**config.mk**
```make
export PLATFORM = sky130hd
export DESIGN_NAME = timing_cells
export DESIGN_NICKNAME = d
export VERILOG_FILES = /design/src/rtl/timing_pkg.sv /design/src/rtl/timing_cnt.sv /design/src/rtl/timing_cells.sv
export SDC_FILE = /design/constraint.sdc
export NUM_CORES = 1
export LEC_CHECK = 0
export ABC_CLOCK_PERIOD_IN_PS = 2300
export CAP_MARGIN = 20
export CORE_MARGIN = 5
export CORE_UTILIZATION = 55
export DETAILED_ROUTE_END_ITERATION = 6
export DONT_BUFFER_PORTS = 1
export PLACE_DENSITY = 0.7
export SETUP_SLACK_MARGIN = 0.4
export SYNTH_ARGS = -nofsm -noshare
export SYNTH_HDL_FRONTEND = slang
export SYNTH_HIERARCHICAL = 1
export SYNTH_SLANG_ARGS = --single-unit
```
**constraint.sdc**
```tcl
create_clock -name CLK -period 2.3 [get_ports CLK]
set_clock_uncertainty 0.2 [all_clocks]
set_input_delay 0.46 -clock CLK [delete_from_list [all_inputs] [get_ports CLK]]
set_output_delay 0.46 -clock CLK [all_outputs]
set_load 0.01 [all_outputs]
```
**src/rtl/timing_pkg.sv**
```systemverilog
// Shared types and defaults for the timing_cells reference storage elements.
package timing_pkg;

  localparam int CNT_W_DEF = 16;

  typedef enum logic [1:0] {
    JK_HOLD,
    JK_CLR,
    JK_SET,
    JK_TGL
  } jk_op_t;

  function automatic jk_op_t jk_decode(input logic j, input logic k);
    jk_op_t op;
    case ({j, k})
      2'b10:   op = JK_SET;
      2'b01:   op = JK_CLR;
      2'b11:   op = JK_TGL;
      default: op = JK_HOLD;
    endcase
    return op;
  endfunction

endpackage

```
**src/rtl/timing_cnt.sv**
```systemverilog
// Enabled up-counter with async active-low clear.
// TIMING_I_SAT_EN defined: saturates at all-ones; otherwise wraps to zero.
module timing_cnt
  import timing_pkg::*;
#(
  parameter int W = CNT_W_DEF
) (
  input  logic         i_clk,
  input  logic         i_rst_n,
  input  logic         i_en,
  output logic [W-1:0] o_cnt
);

  logic [W-1:0] r_cnt;

  always_ff @(posedge i_clk or negedge i_rst_n) begin
    if (!i_rst_n) begin
      r_cnt <= '0;
    end else if (i_en) begin
`ifdef TIMING_I_SAT_EN
      if (r_cnt != '1) r_cnt <= r_cnt + 1'b1;
`else
      r_cnt <= r_cnt + 1'b1;
`endif
    end
  end

  assign o_cnt = r_cnt;

endmodule

```
**src/rtl/timing_cells.sv**
```systemverilog
// Reference set of basic storage elements (latch, edge flops, JK, T, set/clear,
// edge detect, counter, shift register). Optional macro: TIMING_I_SAT_EN.
module timing_cells
  import timing_pkg::*;
#(
  parameter int CNT_W = CNT_W_DEF
) (
  input  logic             CLK,
  input  logic             R,
  input  logic             X,
  input  logic             Y,
  output logic             A,
  output logic             B,
  output logic             C,
  output logic             D,
  output logic             E,
  output logic             F,
  output logic             G,
  output logic             H,
  output logic [CNT_W-1:0] I,
  output logic [CNT_W-1:0] J
);

  logic             r_a;
  logic             r_b;
  logic             r_c;
  logic             r_d;
  logic             r_e;
  logic             r_f;
  logic             r_g;
  logic             r_h;
  logic             r_xq;
  logic [CNT_W-1:0] r_j;
  logic [CNT_W-1:0] w_cnt;

  jk_op_t           w_jk_op;
  logic             w_e_nxt;
  logic             w_f_nxt;
  logic             w_g_nxt;

  // Transparent-high latch; the only output that follows X between edges.
  always_latch begin
    if (!R) begin
      r_a <= 1'b0;
    end else if (CLK) begin
      r_a <= X;
    end
  end

  always_ff @(negedge CLK or negedge R) begin
    if (!R) begin
      r_c <= 1'b0;
    end else begin
      r_c <= X;
    end
  end

  always_comb begin
    w_jk_op = jk_decode(X, Y);
    w_e_nxt = r_e;
    case (w_jk_op)
      JK_SET:  w_e_nxt = 1'b1;
      JK_CLR:  w_e_nxt = 1'b0;
      JK_TGL:  w_e_nxt = ~r_e;
      default: w_e_nxt = r_e;
    endcase

    w_f_nxt = r_f ^ X;

    // Clear dominates when both set and clear are asserted.
    w_g_nxt = r_g;
    if (Y) begin
      w_g_nxt = 1'b0;
    end else if (X) begin
      w_g_nxt = 1'b1;
    end
  end

  always_ff @(posedge CLK or negedge R) begin
    if (!R) begin
      r_b  <= 1'b0;
      r_d  <= 1'b0;
      r_e  <= 1'b0;
      r_f  <= 1'b0;
      r_g  <= 1'b0;
      r_h  <= 1'b0;
      r_xq <= 1'b0;
      r_j  <= '0;
    end else begin
      r_b  <= X;
      r_d  <= X & Y;
      r_e  <= w_e_nxt;
      r_f  <= w_f_nxt;
      r_g  <= w_g_nxt;
      r_h  <= X & ~r_xq;
      r_xq <= X;
      r_j  <= {r_j[CNT_W-2:0], Y};
    end
  end

  timing_cnt #(
    .W (CNT_W)
  ) u_cnt (
    .i_clk   (CLK),
    .i_rst_n (R),
    .i_en    (X),
    .o_cnt   (w_cnt)
  );

  assign A = r_a;
  assign B = r_b;
  assign C = r_c;
  assign D = r_d;
  assign E = r_e;
  assign F = r_f;
  assign G = r_g;
  assign H = r_h;
  assign I = w_cnt;
  assign J = r_j;

endmodule

```
==> flow_summary_export.csv, run 1 <==
group,metric,value,unit
global_route,grt_max_degree,39,
place,hpwl,1590,µm
die,start_util,55.7,%
layout,drive_gt1_share,18.1,%
layout,final_cell_area,1530,µm²
global_route,grt_pass1_wl,4000,µm
global_route,grt.met3_usage,10.5,%
sta,rsz0062_at_grt,"true",
detailed_routing,dr_total_vias,731,
setup_path,crit_required,1.64,ns
clocking,post_cts_buffers,0,
die,die_h,59.4,µm
clocking,cts_tree,"done",
logic_synthesis,synthAdderAreaFrac,0.932,%
global_route,busiest_layer,"met2",
sta,hold_viol,0,
pwr,peakVddDrop,0.000679,V
die,ios,44,
worst_hold_path,hp-class,"in2reg",
global_route,grt_util_met2,22.2,%
global_route,grtUsageTotal,16.7,%
setup_path,cp-start-kind,"register",
global_route,met1_usage,18.2,%
sta,tns,-0.416,ns
clocking,path_clk_slew,0.12,ns
pwr,leakagePower,0.702,nW
sta,worst_pin_slew,0.408,ns
layout,fillers,178,
logic_synthesis,synth_compound_area_share,0.652,%
global_route,overflow,0,
global_route,antenna_found_initial,0,
die,die_area,3530,µm²
detailed_routing,firstDrtPassIters,4,
setup_path,path_max_fanout,1,
place,dpl-instance-area,1380,µm²
layout,area_delta_synth_final,13.9,%
layout,final-seq-area,991,µm²
logic_synthesis,synth_area,1340,µm²
detailed_routing,ant_nets,0,
outcome,status,"complete, but fails checks",
detailed_routing,wl,2380,µm
setup_path,cp-end-kind,"output port",
sta,relSlewSlack,72.7,%
sta,setup_ws,-0.416,ns
setup_path,crit_type,"reg2out",
clocking,clock_latency,0.45,ns
detailed_routing,drc,0,
logic_synthesis,synthSimpleGateAreaFrac,13.0,%
logic_synthesis,synth_warnings,6,
outcome,violations,"negative setup slack",
setup_path,cp.arrival,2.06,ns
layout,diodes,0,
die,die_x,59.4,µm
pwr,power,1.59,mW
logic_synthesis,synth_xor_xnor_area_share,10.4,%
logic_synthesis,syn_avg_cell_area,15.1,µm²
sta,final-setup-viol-count,1,
run,drv_cap,0,
logic_synthesis,synthMuxAreaShare,0.839,%
logic_synthesis,synthesis.nets,94,
detailed_routing,drt-vias-per-instance,5.41,
detailed_routing,detail_route.wl_per_cell,17.6,µm
global_route,grt_pass1_vias,807,
pwr,power_density,1040,nW/µm²
die,core-area,2410,µm²
detailed_routing,drt_iter0_markers,16,
sta,slew_violations,0,
logic_synthesis,synth_top_family_by_area,"simple AND/OR/NAND/NOR gates",
logic_synthesis,synthCells,89,
place,io_buffers,0,
die,num_rows,18,
logic_synthesis,ys_ff_latch,40,
logic_synthesis,yosys.cell_types.count,21,
place,gp_congestion,0.729,
layout,multiInputGateArea,349,µm²
layout,final_nets,109,
==> through the flow <==
step | hold WS (ns) | cells | utilization (%) | setup WS, ns
after detailed placement | -0.0347 | 119 | 57.3 | 0
after CTS | 0.125 | 135 | 63.4 | -0.432
after floorplan | -0.0356 | 89 | - | 0
after global routing | 0.131 | 135 | 63.4 | -0.461
final | 0.135 | 135 | 63.4 | -0.416
after global placement | -0.0347 | 119 | 57.3 | 0
==> state kept, by name (all words and copies together) (netlist names) <==
name and cells:
C 1, F 1, G 1, H 1
r_xq 1, J 16, E 1, A 1
u_cnt/o_cnt 16, D 1
==> synthesized netlist by cell type <==
| master | instances | area [µm²] |
|---|---|---|
| a21oi_2 | 1 | 8.76 |
| and2_2 | 2 | 15.0 |
| and3_1 | 1 | 6.26 |
| and4_1 | 1 | 8.76 |
| dfrtn_1 | 1 | 25.0 |
| dfrtp_1 | 38 | 951 |
| dlxtp_1 | 1 | 15.0 |
| ha_1 | 1 | 12.5 |
| inv_1 | 1 | 3.75 |
| mux2_1 | 1 | 11.3 |
| nand2_1 | 5 | 18.8 |
| nand2b_1 | 1 | 6.26 |
| nand3_1 | 5 | 25.0 |
| nand4_1 | 3 | 18.8 |
| nand4_4 | 1 | 21.3 |
| nor2_1 | 6 | 22.5 |
| nor2b_1 | 1 | 6.26 |
| nor3_2 | 2 | 20.0 |
| nor4_1 | 1 | 6.26 |
| xnor2_1 | 9 | 78.8 |
| xor2_1 | 7 | 61.3 |
==> cell usage in the layout, fill, tap and decap left out <==
cell type / instances
a21oi_2: 1
and2_2: 1
and2_4: 1
and3_1: 1
and4_1: 1
buf_12: 1
clkbuf_4: 9
clkbuf_8: 1
clkinv_4: 1
clkinvlp_4: 1
dfrtn_1: 1
dfrtp_1: 38
dlxtp_1: 1
dlygate4sd3_1: 3
ha_1: 1
inv_1: 1
mux2_1: 1
nand2_1: 5
nand2b_1: 1
nand3_1: 5
nand4_1: 3
nand4_4: 1
nor2_1: 6
nor2b_1: 1
nor3_2: 2
nor4_1: 1
xnor2_1: 9
xor2_1: 7
==> kinds of logic (layout without fill, tap and decap cells) <==
group                      after synthesis  after routing
xor gates and xnor gates                16             16
muxes                                    1              1
and+or+nand+nor                         29             29
latches                                  1              1
buffers and inverters                    1             17
AOI/OAI and AO/OA                        1              1
adders and majority gates                1              1
DFF                                     39             39
==> path summary, 6_finish.rpt <==
check | from | to | slack, ns | depth (start not counted)
max in group asynchronous | R | C | 1.28 | 0
hold reg to reg | J[11] | J[12] | 0.26 | 0
min in group asynchronous | R | H | 0.25 | 2
min in group gated | R | clock gate | 2.22 | 0
setup reg to reg | u_cnt/o_cnt[0] | u_cnt/o_cnt[12] | 0.57 | 5
setup / recovery | C | C | -0.42 | 0
hold / removal | X | u_cnt/o_cnt[13] | 0.14 | 3
max in group gated | R | clock gate | 0.85 | 0
==> worst register-to-register path, stage by stage (launching register included) <==
cell and delay [ns]:
dfrtp_1 0.51, ha_1 0.26, nand2_1 0.10, nor3_2 0.23
and4_1 0.24, xor2_1 0.14
==> routing by layer <==
layer | part of all wire [%] | vias up
met1 | 40 | 364
met2 | 46 | 34
met3 | 10 | 9
met4 | 3.4 | 0
met5 | 0 | -
li1 | - | 324
==> power by group <==
group          total [mW]  internal [mW]  leakage [nW]  switching, mW
clock network       0.489          0.234        0.0551          0.255
logic               0.145         0.0760         0.162         0.0688
registers           0.958          0.783         0.485          0.175
==> repair_timing <==
item	CTS	global route
hold buffers	4	0
endpoints found under the hold margin	50	0
cloned	0	0
setup endpoints to repair	2	2
resized for setup	1	0
==> cell type report <==
type                    count  area share [%]
flip-flops and latches     40            64.8
multi-input cells          48            22.8
clock buffers              10            5.32
repair buffers              4            3.27
well taps                  30            2.45
clock inverters             2            1.06
inverters                   1           0.245
Power figures use the tool's default switching activity.
==> run 2, diff against run 1 <==
--- a/config.mk
+++ b/config.mk
@@ -12,7 +12,7 @@
 export DETAILED_ROUTE_END_ITERATION = 6
 export DONT_BUFFER_PORTS = 1
 export PLACE_DENSITY = 0.7
-export SETUP_SLACK_MARGIN = 0.4
+export SETUP_SLACK_MARGIN = 0.02
 export SYNTH_ARGS = -nofsm -noshare
 export SYNTH_HDL_FRONTEND = slang
 export SYNTH_HIERARCHICAL = 1
==> results of run 2 <==
No change in the layout: final DEF, timing and power equal those of run 1.
==> run 3, diff against run 2 <==
--- a/config.mk
+++ b/config.mk
@@ -5,7 +5,7 @@
 export SDC_FILE = /design/constraint.sdc
 export NUM_CORES = 1
 export LEC_CHECK = 0
-export ABC_CLOCK_PERIOD_IN_PS = 2300
+export ABC_CLOCK_PERIOD_IN_PS = 3300
 export CAP_MARGIN = 20
 export CORE_MARGIN = 5
 export CORE_UTILIZATION = 55
==> constraint.sdc (replaced) <==
create_clock -name CLK -period 3.3 [get_ports CLK]
set_clock_uncertainty 0.2 [all_clocks]
set_input_delay 0.66 -clock CLK [delete_from_list [all_inputs] [get_ports CLK]]
set_output_delay 0.66 -clock CLK [all_outputs]
set_load 0.01 [all_outputs]
==> run 3 against run 2 <==
Against the previous run: the flow still finishes with violations (negative setup slack); routed wire length fell by 3.6%; sequential share of layout area rose by 0.54 points; cell area fell by 0.82%; worst setup slack improved by 0.31 ns; register-to-register slack improved by 0.99 ns; highest routed layer unchanged; hold slack got worse by 0.071 ns; global-route usage fell by 0.47 points; sequential power fell by 30%; clock power fell by 38%; flip-flop and latch count did not move; cell count did not move.
==> flow_summary_export.csv, run 3 (same netlist as run 1, synthesis figures left out) <==
group,metric,value,unit
layout,final-seq-area,991,µm²
setup_path,path_max_fanout,1,
sta,hold_viol,0,
place,place_ws,0,ns
global_route,grtUsageTotal,16.2,%
sta,setup_ws,-0.109,ns
setup_path,crit_required,2.44,ns
outcome,status,"complete, but fails checks",
layout,fillers,168,
pwr,swShare,30.8,%
layout,final_cell_mix,"dfrtp_1 (38), clkbuf_4 (9), xnor2_1 (9), xor2_1 (7), nor2_1 (6)",
sta,rsz0062_at_grt,"true",
setup_path,cp.arrival,2.55,ns
sta,final-setup-viol-count,1,
pwr,power.internal,0.740,mW
die,core-area,2410,µm²
place,gp_congestion,0.729,
sta,worst_pin_slew,0.303,ns
setup_path,cp-start-kind,"register",
place,hpwl,1540,µm
detailed_routing,dr_total_vias,719,
pwr,p_clk_share,28.4,%
place,io_buffers,0,
layout,drive_gt1_share,17.1,%
detailed_routing,wl,2290,µm
pwr,p_seq_share,62.4,%
worst_hold_path,hp-class,"in2reg",
layout,area_delta_synth_final,13.0,%
setup_path,cp-end-kind,"output port",
pwr,power_density,706,nW/µm²
global_route,grt_pass1_vias,807,
global_route,antenna_found_initial,0,
clocking,cts_tree,"done",
detailed_routing,drt-vias-per-instance,5.33,
sta,relSlewSlack,79.6,%
detailed_routing,drc,0,
detailed_routing,detail_route.wl_per_cell,17.0,µm
die,num_rows,18,
setup_path,crit_type,"reg2out",
die,die_h,59.4,µm
die,start_util,55.7,%
outcome,violations,"negative setup slack",
sta,slew_violations,0,
run,drv_cap,0,
pwr,peakVddDrop,0.000471,V
pwr,p_sw,0.330,mW
die,ios,44,
layout,multiInputGateArea,349,µm²
global_route,overflow,0,
clocking,path_clk_slew,0.11,ns
global_route,grt_max_degree,39,
die,die_x,59.4,µm
clocking,post_cts_buffers,0,
layout,diodes,0,
global_route,grt_pass1_wl,3880,µm
pwr,leakagePower,0.700,nW
detailed_routing,firstDrtPassIters,4,
die,die_area,3530,µm²
layout,final_util,62.9,%
detailed_routing,ant_nets,0,
layout,final_nets,109,
pwr,p_comb_share,9.2,%
clocking,clock_latency,0.45,ns
detailed_routing,drt_iter0_markers,13,
layout,final_common_cell,"dfrtp_1",
==> run 3: routing by layer <==
| layer | routed length (µm) | up-vias | GRT usage (%) |
|---|---|---|---|
| met2 | 1080 | 34 | 22.5 |
| met3 | 286 | 8 | 10.7 |
| met5 | 0 | - | 0 |
| li1 | - | 325 | - |
| met4 | 65 | 0 | 12.9 |
| met1 | 861 | 352 | 17.0 |
==> run 3: cell type report <==
cell class | count | area share (%)
multi-input cells | 48 | 23.0
flip-flops and latches | 40 | 65.3
inverters | 1 | 0.248
clock buffers | 10 | 4.70
repair buffers | 4 | 3.30
clock inverters | 2 | 0.908
well taps | 30 | 2.48
==> run 3: final timing paths <==
kind	from	endpoint	slack, ns	depth (start not counted)
max in group gated	R	clock gate	1.13	0
min	Y	E	0.06	1
min in group asynchronous	R	J[15]	0.45	2
max	C	C	-0.11	0
min reg2reg	J[10]	J[11]	0.25	0
max in group asynchronous	R	C	1.57	0
max reg2reg	u_cnt/o_cnt[0]	u_cnt/o_cnt[12]	1.56	5
min in group gated	R	clock gate	3.44	0
==> run 3: power by group through the flow <==
stage	sequential (mW)	clock, mW	combinational, mW
after floorplan	0.655	0.00578	0.0728
after global placement	0.678	0.00578	0.0800
after detailed placement	0.680	0.00578	0.0858
after CTS	0.671	0.317	0.0994
after global routing	0.682	0.345	0.113
final	0.667	0.304	0.0989
==> run 3: stage by stage <==
step | instance area [µm²] | setup TNS, ns | hold WS (ns) | power, mW | cells
6_report | 1520 | -0.109 | 0.0642 | 1.07 | 135
5_1_grt | 1520 | -0.153 | 0.0209 | 1.14 | 135
4_1_cts | 1500 | -0.128 | 0.00985 | 1.09 | 133
3_5_place_dp | 1380 | 0 | 0.165 | 0.771 | 119
3_3_place_gp | 1380 | 0 | 0.165 | 0.764 | 119
2_1_floorplan | 1340 | 0 | 0.164 | 0.734 | 89
==> run 3: repair_timing <==
item | CTS | global route
pin swaps | 0 | 0
hold buffers | 2 | 2
endpoints found under the hold margin | 38 | 2
endpoints found under the setup margin | 2 | 2
gates resized for setup | 1 | 0
